==> src/rtl/flight_sequencer_if.sv <==
`timescale 1ns/1ps
// flight_sequencer_if: command handshake between a command source and the
// flight sequencer. A command transfers on an edge where cmd_valid && cmd_ready.
interface flight_sequencer_if;
  logic       cmd_valid;
  logic [2:0] cmd_code;
  logic       cmd_ready;

  modport master (output cmd_valid, output cmd_code, input cmd_ready);
  modport slave  (input cmd_valid, input cmd_code, output cmd_ready);
endinterface

==> src/rtl/flight_sequencer.sv <==
`timescale 1ns/1ps
// flight_sequencer: drives the one-hot mode_sel/pos_sel selects of the x/y/z
// position units. It issues the zeroing cycle after reset, takes flight
// commands, and runs the charge / warp / cooldown sequence.
// Optional feature: define FLIGHT_SEQ_WARP_COUNT_EN to build the saturating
// warp_count counter; otherwise warp_count is tied to 0.
module flight_sequencer #(
  parameter int CHARGE_CYCLES   = 8,
  parameter int COOLDOWN_CYCLES = 4
) (
  input  logic              clk,
  input  logic              rst_n,
  flight_sequencer_if.slave cmd,
  input  logic              abort,
  output logic [3:0]        mode_sel,
  output logic [3:0]        pos_sel,
  output logic [2:0]        state,
  output logic              busy,
  output logic              cmd_err,
  output logic [7:0]        warp_count
);
  typedef enum logic [2:0] {
    ZERO     = 3'd0,
    PARK     = 3'd1,
    CRUISE   = 3'd2,
    CHARGE   = 3'd3,
    WARP     = 3'd4,
    COOLDOWN = 3'd5
  } state_t;

  localparam logic [3:0] SEL_ZERO = 4'b0001;
  localparam logic [3:0] MODE_ATK = 4'b0010;
  localparam logic [3:0] MODE_DEF = 4'b0100;
  localparam logic [3:0] MODE_STL = 4'b1000;
  localparam logic [3:0] POS_INT  = 4'b0010;
  localparam logic [3:0] POS_WARP = 4'b0100;
  localparam logic [7:0] CHG_LAST = 8'(CHARGE_CYCLES - 1);
  localparam logic [7:0] CD_LAST  = 8'(COOLDOWN_CYCLES - 1);

  state_t     st_q, st_d, ret_st;
  logic [3:0] saved_q, saved_d, mode_d, pos_d;
  logic [7:0] cnt_q, cnt_d;
  logic       ready_q, ready_d, busy_d, err_d, accept, warp_done;

  assign accept        = cmd.cmd_valid && ready_q;
  // Leaving a warp or abort lands back where the saved mode says we were.
  assign ret_st        = (saved_q != SEL_ZERO) ? CRUISE : PARK;
  assign state         = st_q;
  assign cmd.cmd_ready = ready_q;

  // Next state, saved mode and counter, then output decode of the next state
  // so every output comes straight off a flop.
  always_comb begin
    st_d      = st_q;
    saved_d   = saved_q;
    cnt_d     = cnt_q;
    err_d     = 1'b0;
    warp_done = 1'b0;
    case (st_q)
      ZERO: st_d = PARK;
      PARK, CRUISE: begin
        if (accept) begin
          case (cmd.cmd_code)
            3'd0: begin saved_d = SEL_ZERO; st_d = PARK;   end
            3'd1: begin saved_d = MODE_ATK; st_d = CRUISE; end
            3'd2: begin saved_d = MODE_DEF; st_d = CRUISE; end
            3'd3: begin saved_d = MODE_STL; st_d = CRUISE; end
            3'd4: begin st_d = CHARGE; cnt_d = '0; end
            3'd5: begin saved_d = SEL_ZERO; st_d = ZERO;   end
            default: err_d = 1'b1;
          endcase
        end
      end
      CHARGE: begin
        // Abort beats the final charge cycle: no warp once abort is seen.
        if (abort)                  st_d = ret_st;
        else if (cnt_q == CHG_LAST) st_d = WARP;
        else                        cnt_d = cnt_q + 8'd1;
      end
      WARP: begin
        st_d      = COOLDOWN;
        cnt_d     = '0;
        warp_done = 1'b1;
      end
      COOLDOWN: begin
        if (cnt_q == CD_LAST) st_d = ret_st;
        else                  cnt_d = cnt_q + 8'd1;
      end
      default: st_d = ZERO;
    endcase

    mode_d  = SEL_ZERO;
    pos_d   = POS_INT;
    ready_d = 1'b0;
    busy_d  = 1'b0;
    case (st_d)
      ZERO:     pos_d = SEL_ZERO;
      PARK:     ready_d = 1'b1;
      CRUISE:   begin mode_d = saved_d; ready_d = 1'b1; end
      CHARGE:   busy_d = 1'b1;
      WARP:     begin pos_d = POS_WARP; busy_d = 1'b1; end
      COOLDOWN: begin mode_d = MODE_DEF; busy_d = 1'b1; end
      default:  pos_d = SEL_ZERO;
    endcase
  end

  // State, saved mode, counter and registered outputs.
  always_ff @(posedge clk or negedge rst_n) begin
    if (!rst_n) begin
      st_q     <= ZERO;
      saved_q  <= SEL_ZERO;
      cnt_q    <= '0;
      ready_q  <= 1'b0;
      mode_sel <= SEL_ZERO;
      pos_sel  <= SEL_ZERO;
      busy     <= 1'b0;
      cmd_err  <= 1'b0;
    end else begin
      st_q     <= st_d;
      saved_q  <= saved_d;
      cnt_q    <= cnt_d;
      ready_q  <= ready_d;
      mode_sel <= mode_d;
      pos_sel  <= pos_d;
      busy     <= busy_d;
      cmd_err  <= err_d;
    end
  end

`ifdef FLIGHT_SEQ_WARP_COUNT_EN
  logic [7:0] wc_q;

  // Completed-warp counter, holds at 255.
  always_ff @(posedge clk or negedge rst_n) begin
    if (!rst_n)                         wc_q <= '0;
    else if (warp_done && wc_q != 8'hFF) wc_q <= wc_q + 8'd1;
  end

  assign warp_count = wc_q;
`else
  logic unused_warp_done;
  assign unused_warp_done = warp_done;
  assign warp_count       = 8'd0;
`endif
endmodule
==> src/flat_wrapper.sv <==
// flat-port wrapper written by rule: the top's interface ports become plain ports
module flight_sequencer_flat 
#(
  parameter int CHARGE_CYCLES   = 8,
  parameter int COOLDOWN_CYCLES = 4
)
  (clk, rst_n, abort, mode_sel, pos_sel, state, busy, cmd_err, warp_count, cmd_cmd_valid, cmd_cmd_code, cmd_cmd_ready);
  flight_sequencer_if cmd_i ();
  input  logic clk;
  input  logic rst_n;
  input  logic abort;
  output logic [3:0] mode_sel;
  output logic [3:0] pos_sel;
  output logic [2:0] state;
  output logic busy;
  output logic cmd_err;
  output logic [7:0] warp_count;
  input wire logic [$bits(cmd_i.cmd_valid)-1:0] cmd_cmd_valid;
  input wire logic [$bits(cmd_i.cmd_code)-1:0] cmd_cmd_code;
  output wire logic [$bits(cmd_i.cmd_ready)-1:0] cmd_cmd_ready;
  assign cmd_i.cmd_valid = cmd_cmd_valid;
  assign cmd_i.cmd_code = cmd_cmd_code;
  assign cmd_cmd_ready = cmd_i.cmd_ready;
  flight_sequencer #(.CHARGE_CYCLES(CHARGE_CYCLES), .COOLDOWN_CYCLES(COOLDOWN_CYCLES)) u_core (.clk(clk), .rst_n(rst_n), .cmd(cmd_i), .abort(abort), .mode_sel(mode_sel), .pos_sel(pos_sel), .state(state), .busy(busy), .cmd_err(cmd_err), .warp_count(warp_count));
endmodule
==> config.mk <==
export PLATFORM = sky130hd
export DESIGN_NAME = flight_sequencer_flat
export DESIGN_NICKNAME = d
export VERILOG_FILES = /design/src/rtl/flight_sequencer_if.sv /design/src/rtl/flight_sequencer.sv /design/src/flat_wrapper.sv
export SDC_FILE = /design/constraint.sdc
export NUM_CORES = 1
export LEC_CHECK = 0
export CORE_MARGIN = 2
export CORE_UTILIZATION = 40
export CTS_CLUSTER_DIAMETER = 150
export DETAILED_ROUTE_END_ITERATION = 8
export PLACE_DENSITY = 0.68
export SLEW_MARGIN = 0
export SYNTH_ARGS = -nofsm -noshare
export SYNTH_HDL_FRONTEND = slang
export SYNTH_SLANG_ARGS = --single-unit
==> constraint.sdc <==
create_clock -name clk -period 3.2 [get_ports clk]
set_clock_uncertainty 0.2 [all_clocks]
set_input_delay 0.64 -clock clk [delete_from_list [all_inputs] [get_ports clk]]
set_output_delay 0.64 -clock clk [all_outputs]
set_load 0.1 [all_outputs]
==> run summary <==
- **full die area** 4160 um2
- **Synth Register Bits** 25
- **async set-or-reset flop fraction in the synthesized netlist** 100%
- **number of enable flip-flop cells after synthesis** 0
- **Starting Density** 42.8%
- **Antenna Diode Count** 0
- **final-report setup violation count** 0
- **commonest non-fill, non-tap cells in the layout** dfrtp_1 (22), buf_4 (17), nor2_1 (16), inv_1 (14), conb_1 (9)
- **clock root buffer** clkbuf_4
- **Hold Buf Count CTS** 0
- **max-slew violations** 0
- **kind of end point of the critical path** register
- **number of detailed-routing iterations run before antenna repair** 4
- **Synth Area in XOR/XNOR** 1.20%
- **via count of the routed design** 1239
- **Crit path arrival time** 2.96 ns
- **maximum clock path buffer count** 2
- **Post-synth top flop** dfrtp_1
- **fraction of synthesized cell area taken by the top area cell type** 37.6%
- **Reg2Reg Launch Point** u_core.cnt_q[0]$_DFFE_PN0P_
- **fraction of the mapped netlist area in simple logic gates** 22.2%
- **pin count of the biggest net entering global routing** 26
- **core area** 3420 um2
- **# Post-CTS Setup Buffers** 0
- **Tmin final** 2.94 ns
- **post-synth top area cell** dfrtp_1
- **Final Wtd Congestion** 0.898
- **synthesized-area fraction occupied by adder cells** 0.855%
- **end point of the most critical hold path** u_core.saved_q[2]$_DFF_PN0_
- **CP required** 3.22 ns
- **crit path max fanout** 8
- **launching element of the worst setup path** u_core.cnt_q[0]$_DFFE_PN0P_
- **drt initial violations** 90
- **layout cells sized above 1** 15.8%
- **Slew @ Worst Pin** 0.547 ns
- **compound-gate portion of the synthesized area** 20.7%
- **I/O pin cnt** 29
- **met2 layer usage reported by global route** 30.9%
- **setup slack, reg-to-reg** 0.26 ns
- **count of maximum capacitance violations** 0
- **final global-route overflow total** 0
- **Inserted Clock Buffers** 3
- **vias in the first global route** 1189
- **Nets** 186
- **overall global routing resource usage** 17.5%
- **Hold WC Path Type** register to register
- **Synth cell types** 46
- **main combinational cell family by area after synthesis** simple AND/OR/NAND/NOR gates
- **first-pass GRT wire length** 5540 um
- **RSZ-0062 raised after global routing** false
- **final worst hold slack** 0.330 ns
- **share of the cycle needed by the critical path after routing** 91.9%
- **endpoint of the lowest-slack register-to-register path** u_core.cnt_q[0]$_DFFE_PN0P_
- **hold path cells** 2
- **clock insertion delay at the later pin of the skew report** 0.31 ns
- **most common library cell in the layout ignoring fill and taps** dfrtp_1
- **routed length per placed instance** 15.5 um
- **detailed-route DRC error count** 0
- **DPL Wire Length** 2600 um
- **Cell Rows** 21
- **area growth from synthesis to layout** 13.9%
- **height of the chip** 64.5 um
- **leakage power** 0.764 nW
- **count of warnings emitted by yosys** 0
- **M3 GR Usage** 2.60%
- **hold wc startpoint** u_core.saved_q[2]$_DFF_PN0_
- **htree depth** 1
- **layer with the highest usage after global routing** met2
- **netlist area before placement** 1460 um2
- **worst relative slew slack** 63.4%
- **max frequency** 340 MHz
- **number of gates given a new drive strength after cts** 0
- **Pwr Density** 994 nW/um2
- **Antenna Violating Nets Remaining** 0
- **largest cells by area after synthesis** dfrtp_1 (38%), dfstp_2 (5.4%), buf_4 (4.6%)
- **final total negative setup slack** 0 ns
- **outcome** completed
- **wire length after detailed routing** 3450 um
- **total number of clock tree sinks** 25
- **startpoint type of the worst setup path** register
- **sequential-to-total area share from yosys stat** 43.0%
- **crit path kind** register to register
- **cell depth of the worst flop-to-flop path** 6
- **antenna violations before repair** 0
- **worst vdd ir** 0.000450 V
- **synthesized netlist cell count** 157
- **portion of netlist area occupied by mux cells** 1.45%
- **die span in x** 64.5 um
- **number of buffers inserted by port buffering** 19
- **TritonCTS clock tree** done
- **Final Hold Fails** 0
- **met1 track demand over resource** 20.8%
- **clock transition at the register clock pins on the worst setup and hold paths after CTS** 0.13 ns
- **Avg Synthesized Cell Area** 9.32 um2
- **drt via density** 5.56
[through the flow]
stage | cell area, um2 | total power [mW] | utilization, % | setup WS (ns) | std cells
after global routing | 1670 | 1.76 | 48.8 | 0.155 | 223
after detailed placement | 1640 | 1.52 | 48.0 | 0.0851 | 219
after floorplan | 1490 | 1.32 | - | 0.234 | 165
after CTS | 1670 | 1.66 | 48.8 | 0.271 | 223
final | 1670 | 1.66 | 48.8 | 0.258 | 223
after global placement | 1640 | 1.49 | 48.0 | 0.200 | 219
[flip-flops by register name (all words and copies together), names as in the netlist]
name	count
u_core.mode_sel	4
u_core.cmd_err	1
u_core.pos_sel	3
u_core.state	3
u_core.cnt_q	8
u_core.saved_q	4
u_core.busy	1
u_core.cmd.cmd_ready	1
[layer usage]
layer	part of all wire [%]	up-vias
met4	2.4	0
li1	-	591
met3	4.8	8
met5	0	-
met2	50	41
met1	43	599
[cells in the mapped netlist, types with 5 or more instances]
cell type / number
dfrtp_1: 22
buf_4: 9
o211ai_1: 5
a22oi_1: 5
nand2_1: 6
inv_1: 14
nor2_1: 16
a21oi_1: 5
and3_1: 5
[cell families after synthesis]
family / after synthesis
flip-flops: 25
XOR/XNOR: 2
multiplexers: 2
adder cells (fa/ha/maj): 1
AO/OA/AOI/OAI: 40
AND/OR/NAND/NOR: 57
other: 1
buffers and inverters: 29
[area by class of cell]
| type | instances | area, um2 |
|---|---|---|
| clock buffer | 4 | 26.3 |
| fill | 338 | 1750 |
| inverter | 14 | 52.6 |
| multi-input combinational | 111 | 712 |
| sequential | 25 | 629 |
| tap | 46 | 57.6 |
| timing repair buffer | 23 | 188 |
[how the worst max path moves through the flow]
| stage | to | slack, ns | depth (start not counted) |
|---|---|---|---|
| 6_report | u_core.cnt_q[0]$_DFFE_PN0P_ | 0.26 | 6 |
| 3_3_place_gp | u_core.cnt_q[0]$_DFFE_PN0P_ | 0.20 | 6 |
| 3_5_place_dp | u_core.cnt_q[0]$_DFFE_PN0P_ | 0.09 | 6 |
| 5_1_grt | u_core.cnt_q[0]$_DFFE_PN0P_ | 0.16 | 6 |
| 4_1_cts | u_core.cnt_q[0]$_DFFE_PN0P_ | 0.27 | 6 |
| 2_1_floorplan | u_core.cnt_q[0]$_DFFE_PN0P_ | 0.23 | 6 |
[worst max-delay path: stages (launching register included)]
cell and delay, ns:
dfrtp_1 0.43, ha_1 0.27, nor4b_4 0.51, a21boi_2 0.13, a211o_1 0.37, o32ai_1 0.53
mux2_2 0.39
[power breakdown]
group	total, mW	switching [mW]	internal [mW]
Combinational	0.972	0.704	0.268
Clock	0.140	0.0917	0.0487
Sequential	0.544	0.115	0.429
Note: power is estimated with default switching activity, not from simulation.
==> RTL edit (config.mk and constraints unchanged) <==
`CHARGE_CYCLES` is set to 8 in 2 places; all go to 4.
--- a/src/rtl/flight_sequencer.sv
+++ b/src/rtl/flight_sequencer.sv
@@ -7,3 +7,3 @@
 module flight_sequencer #(
-  parameter int CHARGE_CYCLES   = 8,
+  parameter int CHARGE_CYCLES   = 4,
   parameter int COOLDOWN_CYCLES = 4
--- a/src/flat_wrapper.sv
+++ b/src/flat_wrapper.sv
@@ -3,3 +3,3 @@
 #(
-  parameter int CHARGE_CYCLES   = 8,
+  parameter int CHARGE_CYCLES   = 4,
   parameter int COOLDOWN_CYCLES = 4
Check against the original RTL: not equivalent (Yosys sat finds a counterexample within 10 cycles, from zero or initial values and one cycle with rst_n low).
==> RTL edit against the original RTL <==
Synthesized area is 1.4% lower; worst hold slack worse by 0.0045 ns; power is 1.8% lower; via count is 13% lower; first-iteration DRC count is 71% lower; setup slack better by 0.23 ns; sequential cell count stayed put; final area is 1.4% lower; wire length is 22% lower; non-clock buffer count is 1 lower; critical endpoint is now u_core.cnt_q[4]; highest routed layer unchanged.
==> RTL edit: results (changes against the original RTL) <==
* Dpl ws at 0.195 ns (was 0.0851 ns)
* Nets at 170 (was 186)
* Most instantiated cells after synthesis: 22 x dfrtp_1, 14 x nor2_1, 10 x buf_4, 8 x inv_1, 8 x nand2_1 (was 22 x dfrtp_1, 16 x nor2_1, 14 x inv_1, 9 x buf_4, 6 x nand2_1)
* GPL Wtd Cong at 0.905 (was 0.898)
* Slowest stage cell, crit path: or4b_4 (was o32ai_1)
* Placed instance area at 0.00161 mm^2 (was 0.00164 mm^2)
* Non-clock buffer share at 0.110 (was 0.113)
* Worst Setup EP: u_core.cnt_q[4] (was u_core.cnt_q[0])
* Share of layout cells above drive strength 1 at 0.236 (was 0.158)
* Sequential power share at 0.310 (was 0.328)
* # fillers at 325 (was 338)
* Synth area leaders: dfrtp_1 38%, dfstp_2 5.5%, buf_4 5.2% (was dfrtp_1 38%, dfstp_2 5.4%, buf_4 4.6%)
* Metal1 wirelength at 1230 um (was 1470 um)
* Largest net degree at the start of global routing at 19 (was 26)
* Avg Inst Size Synth at 10.4 um^2 (was 9.32 um^2)
* Clock-net power at 144 uW (was 140 uW)
* Switching Share at 0.545 (was 0.550)
* Static Leakage at 0.749 nW (was 0.764 nW)
* Tmin final at 2.71 ns (was 2.94 ns)
* Outcome: finished, final reports clean (unchanged)
* Sequential share of cell area at 0.383 (was 0.378)
* Seq cells at 25 (unchanged)
* Final hold slack at 0.325 ns (was 0.330 ns)
* Yosys cell types at 50 (was 46)
* Arrival time of the worst setup path at 2.73 ns (was 2.96 ns)
* Final HPWL DP at 2100 um (was 2600 um)
* Crit path max fanout at 6 (was 8)
* First-pass GRT wire length at 4630 um (was 5540 um)
* Power Density at 990 mW/mm^2 (was 994 mW/mm^2)
* WL per Instance at 13.0 um (was 15.5 um)
* DR iter-0 viols at 26 (was 90)
* Inverters at 8 (was 14)
* Reg2Reg Depth at 8 (was 6)
* Worst-margin pin slew at 0.832 ns (was 0.547 ns)
* Via count at 1084 (was 1239)
* Multi-input gates at 102 (was 111)
* Routed wire length at 2690 um (was 3450 um)
* Non-clock buffer count at 22 (was 23)
[RTL edit: changes by cell type after synthesis, sizes merged, moves of 4 or more]
cell    delta
nor3b      -4
a22oi      -5
inv        -6
o211ai     -4
xor2       +7
clkbuf     -4
nor4       -4
[RTL edit: per-layer routing]
metal | vias up | track usage
met2 | 36 | 0.225
met4 | 0 | 0.0761
met1 | 522 | 0.195
met5 | - | 0
met3 | 6 | 0.0264
li1 | 520 | -
[RTL edit: cells by family (layout without fill, tap and decap cells)]
logic type,after synthesis,count (layout),share of synthesized area
AOI/OAI and AO/OA,32,32,0.208
and+or+nand+nor,53,53,0.213
buffers and inverters,20,34,0.0885
DFF,25,25,0.436
adders and majority gates,1,1,0.00867
xor gates and xnor gates,7,7,0.0425
other,1,9,0.00260
